### src/rtl/reg_load_arbiter.sv
// reg_load_arbiter
// Round-robin arbiter sharing one W-bit parallel-load register between N
// requesters. Each grant produces a registered load strobe plus the winner's
// data. A requester holding lock during its grant keeps ownership (LOCKED)
// for multi-word bursts.
//
// Optional macro: REG_ARB_FIXED_PRIORITY_EN -- when defined the round-robin
// pointer is frozen at 0, so the lowest requesting index always wins.
//
// Ports:
//   clk       in   rising-edge clock
//   reset_n   in   asynchronous active-low reset
//   req       in   [N]   per-requester load request (level)
//   lock      in   [N]   ownership lock, only honoured for the granted requester
//   req_data  in   [N*W] requester data, slice i = [i*W +: W]
//   gnt       out  [N]   registered one-hot grant, zero when idle
//   load      out        registered load strobe to the shared register
//   load_data out  [W]   registered load data, valid when load=1
//   owner     out  [IW]  index of the last granted requester
//   busy      out        high in GRANT or LOCKED
module reg_load_arbiter #(
    parameter int unsigned N  = 4,
    parameter int unsigned W  = 4,
    parameter int unsigned IW = 2
) (
    input  logic            clk,
    input  logic            reset_n,
    input  logic [N-1:0]    req,
    input  logic [N-1:0]    lock,
    input  logic [N*W-1:0]  req_data,
    output logic [N-1:0]    gnt,
    output logic            load,
    output logic [W-1:0]    load_data,
    output logic [IW-1:0]   owner,
    output logic            busy
);

    localparam logic [1:0] StIdle   = 2'd0;
    localparam logic [1:0] StGrant  = 2'd1;
    localparam logic [1:0] StLocked = 2'd2;

    localparam logic [IW:0] NVal = (IW+1)'(N);

    logic [1:0]    state_q, state_d;
    logic [IW-1:0] rr_ptr_q, rr_ptr_d;
    logic [N-1:0]  gnt_q, gnt_d;
    logic          load_q, load_d;
    logic [W-1:0]  load_data_q, load_data_d;
    logic [IW-1:0] owner_q, owner_d;

    logic [W-1:0]  data_arr [N];
    logic          arb_any;
    logic [IW-1:0] arb_idx;
    logic [IW:0]   cand;
    logic [IW:0]   ptr_next;
    logic          rearb;

    always_comb begin
        for (int i = 0; i < N; i++) begin
            data_arr[i] = req_data[i*W +: W];
        end
    end

    // Walk the search order backwards so the earliest match (closest to
    // rr_ptr) is the one left standing.
    always_comb begin
        arb_any = 1'b0;
        arb_idx = '0;
        cand    = '0;
        for (int i = N - 1; i >= 0; i--) begin
            cand = {1'b0, rr_ptr_q} + (IW+1)'(i);
            if (cand >= NVal) begin
                cand = cand - NVal;
            end
            if (req[cand[IW-1:0]]) begin
                arb_any = 1'b1;
                arb_idx = cand[IW-1:0];
            end
        end
    end

    always_comb begin
        ptr_next = {1'b0, arb_idx} + (IW+1)'(1);
        if (ptr_next >= NVal) begin
            ptr_next = '0;
        end
    end

    always_comb begin
        state_d     = state_q;
        rr_ptr_d    = rr_ptr_q;
        gnt_d       = gnt_q;
        load_d      = 1'b0;
        load_data_d = load_data_q;
        owner_d     = owner_q;
        rearb       = 1'b0;

        case (state_q)
            StIdle: begin
                rearb = 1'b1;
            end
            StGrant: begin
                if (lock[owner_q] && req[owner_q]) begin
                    state_d     = StLocked;
                    load_d      = 1'b1;
                    load_data_d = data_arr[owner_q];
                end else begin
                    rearb = 1'b1;
                end
            end
            StLocked: begin
                if (lock[owner_q]) begin
                    load_d      = req[owner_q];
                    load_data_d = data_arr[owner_q];
                end else begin
                    rearb = 1'b1;
                end
            end
            default: begin
                rearb = 1'b1;
            end
        endcase

        if (rearb) begin
            if (arb_any) begin
                state_d        = StGrant;
                gnt_d          = '0;
                gnt_d[arb_idx] = 1'b1;
                load_d         = 1'b1;
                load_data_d    = data_arr[arb_idx];
                owner_d        = arb_idx;
`ifdef REG_ARB_FIXED_PRIORITY_EN
                rr_ptr_d       = '0;
`else
                rr_ptr_d       = ptr_next[IW-1:0];
`endif
            end else begin
                state_d = StIdle;
                gnt_d   = '0;
                load_d  = 1'b0;
            end
        end
    end

    always_ff @(posedge clk or negedge reset_n) begin
        if (!reset_n) begin
            state_q     <= StIdle;
            rr_ptr_q    <= '0;
            gnt_q       <= '0;
            load_q      <= 1'b0;
            load_data_q <= '0;
            owner_q     <= '0;
        end else begin
            state_q     <= state_d;
            rr_ptr_q    <= rr_ptr_d;
            gnt_q       <= gnt_d;
            load_q      <= load_d;
            load_data_q <= load_data_d;
            owner_q     <= owner_d;
        end
    end

    assign gnt       = gnt_q;
    assign load      = load_q;
    assign load_data = load_data_q;
    assign owner     = owner_q;
    assign busy      = (state_q != StIdle);

endmodule
### config.mk
export PLATFORM = sky130hd
export DESIGN_NAME = reg_load_arbiter
export DESIGN_NICKNAME = d
export VERILOG_FILES = /design/src/rtl/reg_load_arbiter.sv
export SDC_FILE = /design/constraint.sdc
export NUM_CORES = 1
export LEC_CHECK = 0
export CORE_AREA = 2 2 54 56
export CTS_BUF_LIST = sky130_fd_sc_hd__clkbuf_16
export DETAILED_ROUTE_END_ITERATION = 6
export DIE_AREA = 0 0 56 58
export GPL_TIMING_DRIVEN = 0
export PLACE_DENSITY = 0.76
export SLEW_MARGIN = 20
export SYNTH_ARGS = -nofsm -noshare
export SYNTH_HDL_FRONTEND = slang
export SYNTH_SLANG_ARGS = --single-unit
### constraint.sdc
create_clock -name clk -period 2.1 [get_ports clk]
set_input_delay 0.42 -clock clk [delete_from_list [all_inputs] [get_ports clk]]
set_output_delay 0.42 -clock clk [all_outputs]
set_load 0.05 [all_outputs]
==> out/metrics.yaml, run 1 <==
grt_pass1_vias: 1055
syn_avg_cell_area_sq_um: 10.0
clock_latency_ns: 0.25
fin_crit_sh: 0.960
relSlewSlack: 0.553
fill_cells: 230
clockBufferDepth: 2
setup_viol: 0
fin_crit_ns: 2.02
route.detailed.drc: 0
gr-total-overflow: 0
drt-total-wl_um: 2850
wl_per_cell_um: 14.9
post_dp_cell_area_sq_mm: 0.00156
met1_length_um: 1170
irDropWorstVdd_v: 0.000942
final_cell_mix: "clkdlybuf4s50_1 (32), inv_1 (14), dfrtp_1 (13), nand2_1 (11), o21ai_0 (11)"
synth_seq_cells: 15
cap_violations: 0
die_y_um: 58
io_buffers: 37
clk_transition_reported_paths_ns: 0.05
slew_viol_final: 0
die_area_sq_mm: 0.00325
insertedDiodeCount: 0
cp.required_ns: 2.23
antenna_found_initial: 0
initial_core_util: 0.433
drive_gt1_frac: 0.188
cp.arrival_ns: 2.14
drt-initial-drc-count: 33
grt_max_degree: 16
worstSetupEndpointType: "flop"
hpwl_um: 2070
syn_to_final_growth_pct: 48.0
seq_area_frac_synth: 0.326
cts_hold_buf: 0
netlist_instances: 115
final_area_sq_mm: 0.00171
drt-pass1-iter-count: 4
clock.fmax_mhz: 496
startpoint_type: "primary input"
dr_wl_met3_um: 112
p_leak_nw: 0.777
final_common_cell: "clkdlybuf4s50_1"
gp_congestion: 0.759
vias_per_cell: 5.30
cts.sinks: 15
track_usage: 0.191
synthesis.nets: 148
antenna_left: 0
ios: 38
clockRootBuffer: "clkbuf_16"
p_per_area_mw_per_mm2: 1700
min_path_type: "reg -> reg"
vias: 1013
crit_type: "in -> reg"
cp_max_fo: 6
row_count: 19
hold_path.startpoint: "gnt[1]"
skew_ns: 0.00307
numCtsBuffers: 3
crit_start: "lock[3]"
whs_ns: 0.534
dieWidth_um: 56
tightest_slew_ns: 0.669
htreeDepth: 1
coreArea_sq_mm: 0.00266
outcome: "complete, no violations"
fin_nets: 194
ff2ff_setup_slack_ns: 0.10
met2WireLength_um: 1500
grt_pass1_wl_um: 4780
syn-cell-area_sq_mm: 0.00115
yosysUniqueCellTypes: 30
regToRegStartpoint: "owner[0]"
yosysWarnings: 0
cts_tree: "built"
highest_layer: "met4"
hold_violations: 0
-- cell type report --
class | count | area [sq um] | area share
multi-input combinational | 81 | 698 | 0.409
timing repair buffer | 41 | 418 | 0.245
sequential | 15 | 378 | 0.222
clock buffer | 3 | 75.1 | 0.0440
inverter | 13 | 48.8 | 0.0286
buffer | 6 | 45.0 | 0.0264
tap | 31 | 38.8 | 0.0227
clock inverter | 1 | 3.75 | 0.00220
-- cells by family (layout without fill, tap and decap cells) --
family | after synthesis | after routing | synth area share
multiplexers | 21 | 21 | 0.244
AO/OA/AOI/OAI | 26 | 26 | 0.160
buffers and inverters | 19 | 64 | 0.0749
adder cells (fa/ha/maj) | 7 | 7 | 0.0760
flip-flops | 15 | 15 | 0.326
AND/OR/NAND/NOR | 27 | 27 | 0.119
-- metrics by stage --
step	std cells	total power, mW	worst slack [ns]	TNS (ns)	util
floorplan	115	1.89	0.0000491	0	-
global placement	183	2.34	-0.315	-2.56	0.587
detailed placement	183	2.38	-0.411	-3.58	0.587
CTS	187	2.78	0.0212	0	0.619
global route	191	3.13	-0.0180	-0.0180	0.641
finish	191	2.90	0.0848	0	0.641
-- cells in the mapped netlist --
cell | instances | area share
mux2i_1 | 9 | 0.078
ha_1 | 7 | 0.076
nor2_1 | 1 | 0.0033
nor3b_1 | 1 | 0.0065
nand3_1 | 4 | 0.017
o211ai_1 | 1 | 0.0065
or4_1 | 1 | 0.0065
a21boi_1 | 1 | 0.0065
nand3b_1 | 1 | 0.0065
buf_2 | 2 | 0.0087
mux2_2 | 7 | 0.068
nand2_1 | 11 | 0.036
a22oi_1 | 4 | 0.026
o21ai_0 | 11 | 0.048
a2bb2oi_1 | 1 | 0.0076
a211oi_2 | 1 | 0.011
clkbuf_1 | 1 | 0.0033
o221a_4 | 1 | 0.017
a21oi_1 | 4 | 0.017
mux4_2 | 5 | 0.098
buf_4 | 1 | 0.0065
o21ai_4 | 1 | 0.014
and2_1 | 2 | 0.011
nand2_2 | 1 | 0.0054
inv_1 | 13 | 0.042
dfrtp_1 | 15 | 0.33
buf_6 | 1 | 0.0098
nand2b_1 | 5 | 0.027
clkbuf_2 | 1 | 0.0043
a31oi_1 | 1 | 0.0054
-- flip-flops by register name (all words and copies together) (netlist names) --
| signal | count |
|---|---|
| gnt | 4 |
| load_data | 4 |
| owner | 2 |
| rr_ptr_q | 2 |
| state_q | 2 |
| load | 1 |
-- worst paths after layout --
kind	to	depth (start not counted)
worst max-delay path	rr_ptr_q[0]	8
worst min-delay path	gnt[1]	2
worst max register to register	rr_ptr_q[0]	8
worst min register to register	gnt[1]	2
max in group asynchronous	owner[0]	1
min in group asynchronous	state_q[0]	1
-- metal layers --
layer  GRT usage  vias to the layer above
met1       0.225                      474
li1            -                      501
met4      0.0918                        0
met2       0.351                       33
met3      0.0179                        5
met5           0                        -
-- where the power goes --
| part | switching, mW | internal [mW] | leakage [nW] |
|---|---|---|---|
| registers | 0.0881 | 0.441 | 0.180 |
| logic | 1.13 | 0.872 | 0.554 |
| clock network | 0.117 | 0.252 | 0.0423 |
| total | 1.34 | 1.57 | 0.777 |
-- critical path, cell delays in order --
cell	delay, ns
clkdlybuf4s50_1	0.39
mux4_2	0.52
o221a_4	0.15
o21ai_4	0.19
and2_1	0.16
buf_6	0.12
nand2_2	0.06
a21boi_1	0.12
-- repair_timing --
action	4_1_cts	5_1_grt
setup buffers	0	4
gates resized for setup	3	5
pin swaps	2	3
setup endpoints to repair	8	10
Note: power is estimated with default switching activity, not from simulation.
==> run 2, diff against run 1 <==
==> config.mk (replaced) <==
export PLATFORM = sky130hd
export DESIGN_NAME = reg_load_arbiter
export DESIGN_NICKNAME = d
export VERILOG_FILES = /design/src/rtl/reg_load_arbiter.sv
export SDC_FILE = /design/constraint.sdc
export NUM_CORES = 1
export LEC_CHECK = 0
export CORE_AREA = 2 2 52 54
export CTS_BUF_LIST = sky130_fd_sc_hd__clkbuf_16
export DETAILED_ROUTE_END_ITERATION = 6
export DIE_AREA = 0 0 54 56
export GPL_TIMING_DRIVEN = 0
export PLACE_DENSITY = 0.92
export SLEW_MARGIN = 20
export SYNTH_ARGS = -nofsm -noshare
export SYNTH_HDL_FRONTEND = slang
export SYNTH_SLANG_ARGS = --single-unit
export TNS_END_PERCENT = 10
==> constraint.sdc (replaced) <==
create_clock -name clk -period 2.37 [get_ports clk]
set_input_delay 0.474 -clock clk [delete_from_list [all_inputs] [get_ports clk]]
set_output_delay 0.474 -clock clk [all_outputs]
set_load 0.05 [all_outputs]
==> run 2 against run 1 <==
  * Global-route usage increased by 0.37 points
  * Largest cell class unchanged
  * Die area decreased by 6.9%
  * Sequential power decreased by 12%
  * Highest routed layer unchanged
  * Via count increased by 1.7%
  * Flip-flop and latch count unchanged
  * Largest power group unchanged
  * Final cell count decreased by 2.6%
==> out/metrics.yaml, run 2 (same netlist as run 1, synthesis figures left out) <==
p_leak_nw: 0.724  # -6.8%
rsz0062_at_grt: "false"
gr-total-overflow: 0  # unchanged
route.detailed.drc: 0  # unchanged
skew_ns: 0.00302  # -0.0000492 ns
cp_top_family: "buffers and inverters"
numCtsBuffers: 3  # unchanged
p_per_area_mw_per_mm2: 1490  # -13%
io_buffers: 37  # unchanged
hpwl_um: 2170  # +4.5%
die_area_sq_mm: 0.00302  # -6.9%
final_common_cell: "clkdlybuf4s50_1"
clock.fmax_mhz: 454
ios: 38  # unchanged
utilization: 0.677  # +0.0364
fin_crit_ns: 2.20
critical_path_buf_inv_count: 2  # unchanged
irDropWorstVdd_v: 0.000773  # -18%
worst_slack_ns: 0.167  # +0.0823 ns
grt_max_degree: 16  # unchanged
drt-total-wl_um: 2780  # -2.2%
initial_core_util: 0.474  # +0.0410
grt_pass1_vias: 1047  # -0.76%
slew_viol_final: 0  # unchanged
fin_crit_sh: 0.929
outcome: "complete, no violations"
cp_max_fo: 7  # +1
clockBufferDepth: 2  # unchanged
min_path_type: "reg -> reg"
tightest_slew_ns: 0.665  # -0.00418 ns
place_inst: 182  # -0.55%
multiInputGateArea_sq_um: 698  # unchanged
cp.required_ns: 2.50  # +0.27 ns
clock_latency_ns: 0.25  # about the same
grt_pass1_wl_um: 4350  # -9.0%
wl_per_cell_um: 15.0  # +0.41%
regArea_sq_um: 375  # -0.66%
crit_slowest_cell: "clkdlybuf4s50_1"
startpoint_type: "primary input"
fill_cells: 197  # -14%
relSlewSlack: 0.556  # +0.00280
final_cell_mix: "clkdlybuf4s50_1 (37), dfrtp_1 (15), inv_1 (14), nand2_1 (11), o21ai_0 (11)"
tns_ns: 0  # unchanged
worstSetupEndpointType: "flop"
crit_type: "in -> reg"
clockRootBuffer: "clkbuf_16"
drive_gt1_frac: 0.154  # -0.0337
cp.arrival_ns: 2.33  # +0.19 ns
vias_per_cell: 5.54  # +4.4%
cap_violations: 0  # unchanged
dieWidth_um: 54  # -3.6%
hold_violations: 0  # unchanged
track_usage: 0.195  # +0.00370
fin_nets: 190  # -2.1%
drt-initial-drc-count: 7  # -79%
cts-resized-gates: 0  # -3
postCtsSetupRepairBufs: 0  # unchanged
antenna_found_initial: 0  # unchanged
p_total_mw: 2.45  # -16%
vias: 1030  # +1.7%
insertedDiodeCount: 0  # unchanged
cts_tree: "built"
antenna_left: 0  # unchanged
die_y_um: 56  # -3.4%
pre_cts_ws_ns: -0.144  # +0.266 ns
path_cells: "clkdlybuf4s50_1, mux2_2, o221a_4, o21ai_4, and2_1, buf_4, nand2_2, a21boi_1"
clk_transition_reported_paths_ns: 0.05  # about the same
final_cells: 186  # -2.6%
final_area_sq_mm: 0.00165  # -3.4%
cts.sinks: 15  # unchanged
post_dp_cell_area_sq_mm: 0.00156  # -0.24%
whs_ns: 0.560  # +0.0254 ns
syn_to_final_growth_pct: 42.9
gp_congestion: 0.814  # +7.2%
coreArea_sq_mm: 0.00243  # -8.6%
cts_hold_buf: 0  # unchanged
setup_viol: 0  # unchanged
slowest_delay_ns: 0.52  # about the same
row_count: 18  # -1
htreeDepth: 1  # unchanged
drt-pass1-iter-count: 4  # unchanged
==> run 2: cell types whose count changed in the layout (fill, tap and decap cells not counted), sizes merged <==
| cell | delta |
|---|---|
| buf | -4 |
| dlygate4sd2 | -2 |
| dlymetal6s2s | -3 |
| clkdlybuf4s50 | +5 |
==> run 2: final timing paths <==
check | from | endpoint | slack, ns | cells past startpoint
worst max-delay path | req[2] | rr_ptr_q[0] | 0.17 | 8
worst min-delay path | gnt[0] | gnt[0] | 0.56 | 2
worst max register to register | owner[0] | rr_ptr_q[0] | 0.28 | 8
worst min register to register | gnt[0] | gnt[0] | 0.56 | 2
max in group asynchronous | reset_n | load | 1.31 | 1
min in group asynchronous | reset_n | load_data[2] | 0.64 | 1
==> run 2: area by class of cell <==
| cell class | count | area share |
|---|---|---|
| multi-input combinational | 81 | 0.424 |
| inverter | 13 | 0.0296 |
| sequential | 15 | 0.228 |
| timing repair buffer | 37 | 0.225 |
| clock buffer | 3 | 0.0456 |
| clock inverter | 1 | 0.00228 |
| tap | 30 | 0.0228 |
| buffer | 6 | 0.0228 |
==> run 2: power breakdown <==
| group | leakage [nW] | internal [mW] | switching (mW) |
|---|---|---|---|
| clock network | 0.0423 | 0.223 | 0.0988 |
| registers | 0.183 | 0.388 | 0.0771 |
| logic | 0.499 | 0.684 | 0.979 |
| total | 0.724 | 1.29 | 1.16 |
==> run 2: worst register-to-register path, delay by kind of cell (launching register included) <==
| kind | cells | cell delay [ns] |
|---|---|---|
| AOI/OAI and AO/OA | 3 | 0.51 |
| buffers and inverters | 2 | 0.31 |
| muxes | 1 | 0.57 |
| and+or+nand+nor | 2 | 0.22 |
| DFF | 1 | 0.37 |
==> run 2: routing by layer <==
metal,vias up,part of all wire,GRT usage
li1,493,-,-
met2,43,0.50,0.341
met1,485,0.41,0.219
met5,-,0,0
met3,9,0.063,0.0296
met4,0,0.026,0.0964
==> run 3, diff against run 2 <==
--- a/config.mk
+++ b/config.mk
@@ -5,12 +5,15 @@
 export SDC_FILE = /design/constraint.sdc
 export NUM_CORES = 1
 export LEC_CHECK = 0
+export CAP_MARGIN = 40
 export CORE_AREA = 2 2 52 54
 export CTS_BUF_LIST = sky130_fd_sc_hd__clkbuf_16
+export CTS_CLUSTER_DIAMETER = 150
 export DETAILED_ROUTE_END_ITERATION = 6
 export DIE_AREA = 0 0 54 56
 export GPL_TIMING_DRIVEN = 0
 export PLACE_DENSITY = 0.92
+export RECOVER_POWER = 50
 export SLEW_MARGIN = 20
 export SYNTH_ARGS = -nofsm -noshare
 export SYNTH_HDL_FRONTEND = slang
==> run 3 against run 2 <==
  * Core utilization did not move
  * Highest routed layer unchanged
  * Setup slack got worse by 0.0017 ns
  * First-iteration DRC count did not move
  * Largest cell class unchanged
  * Critical path type unchanged
  * Global-route usage did not move
==> out/metrics.yaml, run 3 (same netlist as run 1, synthesis figures left out) <==
insertedDiodeCount: 0  # unchanged
path_cells: "clkdlybuf4s50_1, mux2_2, o221a_4, o21ai_4, and2_1, buf_4, nand2_2, a21boi_1"
hold_violations: 0  # unchanged
post_dp_cell_area_sq_mm: 0.00156  # unchanged
setup_viol: 0  # unchanged
cp.arrival_ns: 2.33  # about the same
drt-initial-drc-count: 7  # unchanged
cp.required_ns: 2.50  # about the same
crit_start: "req[2]"
cts_tree: "built"
slew_viol_final: 0  # unchanged
slowest_delay_ns: 0.52  # about the same
crit_slowest_cell: "clkdlybuf4s50_1"
vias_per_cell: 5.54  # about the same
antenna_left: 0  # unchanged
whs_ns: 0.555  # -0.00460 ns
fin_crit_sh: 0.930  # about the same
min_path_type: "reg -> reg"
hpwl_um: 2170  # unchanged
drt-pass1-iter-count: 4  # unchanged
irDropWorstVdd_v: 0.000773  # about the same
hold_path.startpoint: "gnt[0]"
io_buffers: 37  # unchanged
drt-total-wl_um: 2780  # -0.25%
cp_top_family: "buffers and inverters"
cts.sinks: 15  # unchanged
dieWidth_um: 54  # unchanged
grt_pass1_vias: 1047  # unchanged
fin_crit_ns: 2.20  # +0.00166 ns
final_area_sq_mm: 0.00165  # unchanged
rsz0062_at_grt: "false"
gp_congestion: 0.814  # unchanged
startpoint_type: "primary input"
antenna_found_initial: 0  # unchanged
grt_pass1_wl_um: 4350  # unchanged
coreArea_sq_mm: 0.00243  # unchanged
drive_gt1_frac: 0.154  # unchanged
regToRegStartpoint: "owner[0]"
clock.fmax_mhz: 454  # about the same
final_cell_mix: "clkdlybuf4s50_1 (30), dfrtp_1 (15), inv_1 (14), nand2_1 (11), o21ai_0 (11)"
p_leak_nw: 0.729  # +0.71%
relSlewSlack: 0.551  # -0.00424
clockRootBuffer: "clkbuf_16"
ff2ff_setup_slack_ns: 0.29  # about the same
syn_to_final_growth_pct: 42.9  # unchanged
vias: 1031  # +0.097%
postCtsSetupRepairBufs: 0  # unchanged
fin_nets: 190  # unchanged
gr-total-overflow: 0  # unchanged
outcome: "complete, no violations"
route.detailed.drc: 0  # unchanged
wl_per_cell_um: 14.9  # -0.25%
numCtsBuffers: 3  # unchanged
die_area_sq_mm: 0.00302  # unchanged
ios: 38  # unchanged
cp_max_fo: 7  # unchanged
final_common_cell: "clkdlybuf4s50_1"
initial_core_util: 0.474  # unchanged
crit_type: "in -> reg"
skew_ns: 0.00292  # -0.0000986 ns
worstSetupEndpointType: "flop"
track_usage: 0.195  # unchanged
utilization: 0.677  # unchanged
p_per_area_mw_per_mm2: 1480  # -0.78%
htreeDepth: 1  # unchanged
die_y_um: 56  # unchanged
critical_path_buf_inv_count: 2  # unchanged
cap_violations: 0  # unchanged
grt_max_degree: 16  # unchanged
clk_transition_reported_paths_ns: 0.05  # about the same
clock_latency_ns: 0.25  # about the same
row_count: 18  # unchanged
clockBufferDepth: 2  # unchanged
tightest_slew_ns: 0.671  # +0.00623 ns
-- run 3: cell types whose count changed in the layout (fill, tap and decap cells not counted) --
cell             previous run  this run
dlygate4sd3_1               0         7
clkdlybuf4s50_1            37        30
-- run 3: routing by layer --
metal / GRT usage / up-vias / share of wire
met5: 0 / - / 0
met4: 0.0964 / 0 / 0.021
met3: 0.0296 / 7 / 0.069
met2: 0.341 / 45 / 0.51
met1: 0.219 / 485 / 0.40
li1: - / 494 / -
-- run 3: timing repair --
item                       in CTS  in global routing
hold buffers                    0                  0
gates resized for setup         0                  1
setup endpoints to repair       0                  2
-- run 3: report_power, final --
group          switching (mW)  internal (mW)  total [mW]
combinational           0.980          0.667        1.65
sequential             0.0743          0.388       0.462
clock                  0.0991          0.223       0.322
total                    1.15           1.28        2.43
-- run 3: worst paths after layout --
| path | to | cells after the start |
|---|---|---|
| worst min register to register | gnt[0] | 2 |
| worst max register to register | rr_ptr_q[0] | 8 |
| max in group asynchronous | load | 1 |
| worst min-delay path | gnt[0] | 2 |
| worst max-delay path | rr_ptr_q[0] | 8 |
| min in group asynchronous | load_data[2] | 1 |
-- run 3: worst min-delay path, stage by stage (launching register included) --
cell     delay [ns]
dfrtp_1        0.38
inv_1          0.05
o21ai_0        0.08
-- run 3: layout make-up --
class	count	area (sq um)
clock inverter	1	3.75
buffer	6	37.5
sequential	15	375
tap	30	37.5
inverter	13	48.8
clock buffer	3	75.1
timing repair buffer	37	370
fill	197	786
multi-input combinational	81	698
-- run 3: through the flow --
step           power (mW)  setup slack (ns)  setup TNS [ns]  instances
3_3_place_gp         2.04           -0.0364          -0.144        182
2_1_floorplan        1.67             0.107               0        115
4_1_cts              2.44             0.123               0        186
3_5_place_dp         2.10            -0.144          -0.781        182
6_report             2.43             0.165               0        186
5_1_grt              2.59            0.0756               0        186
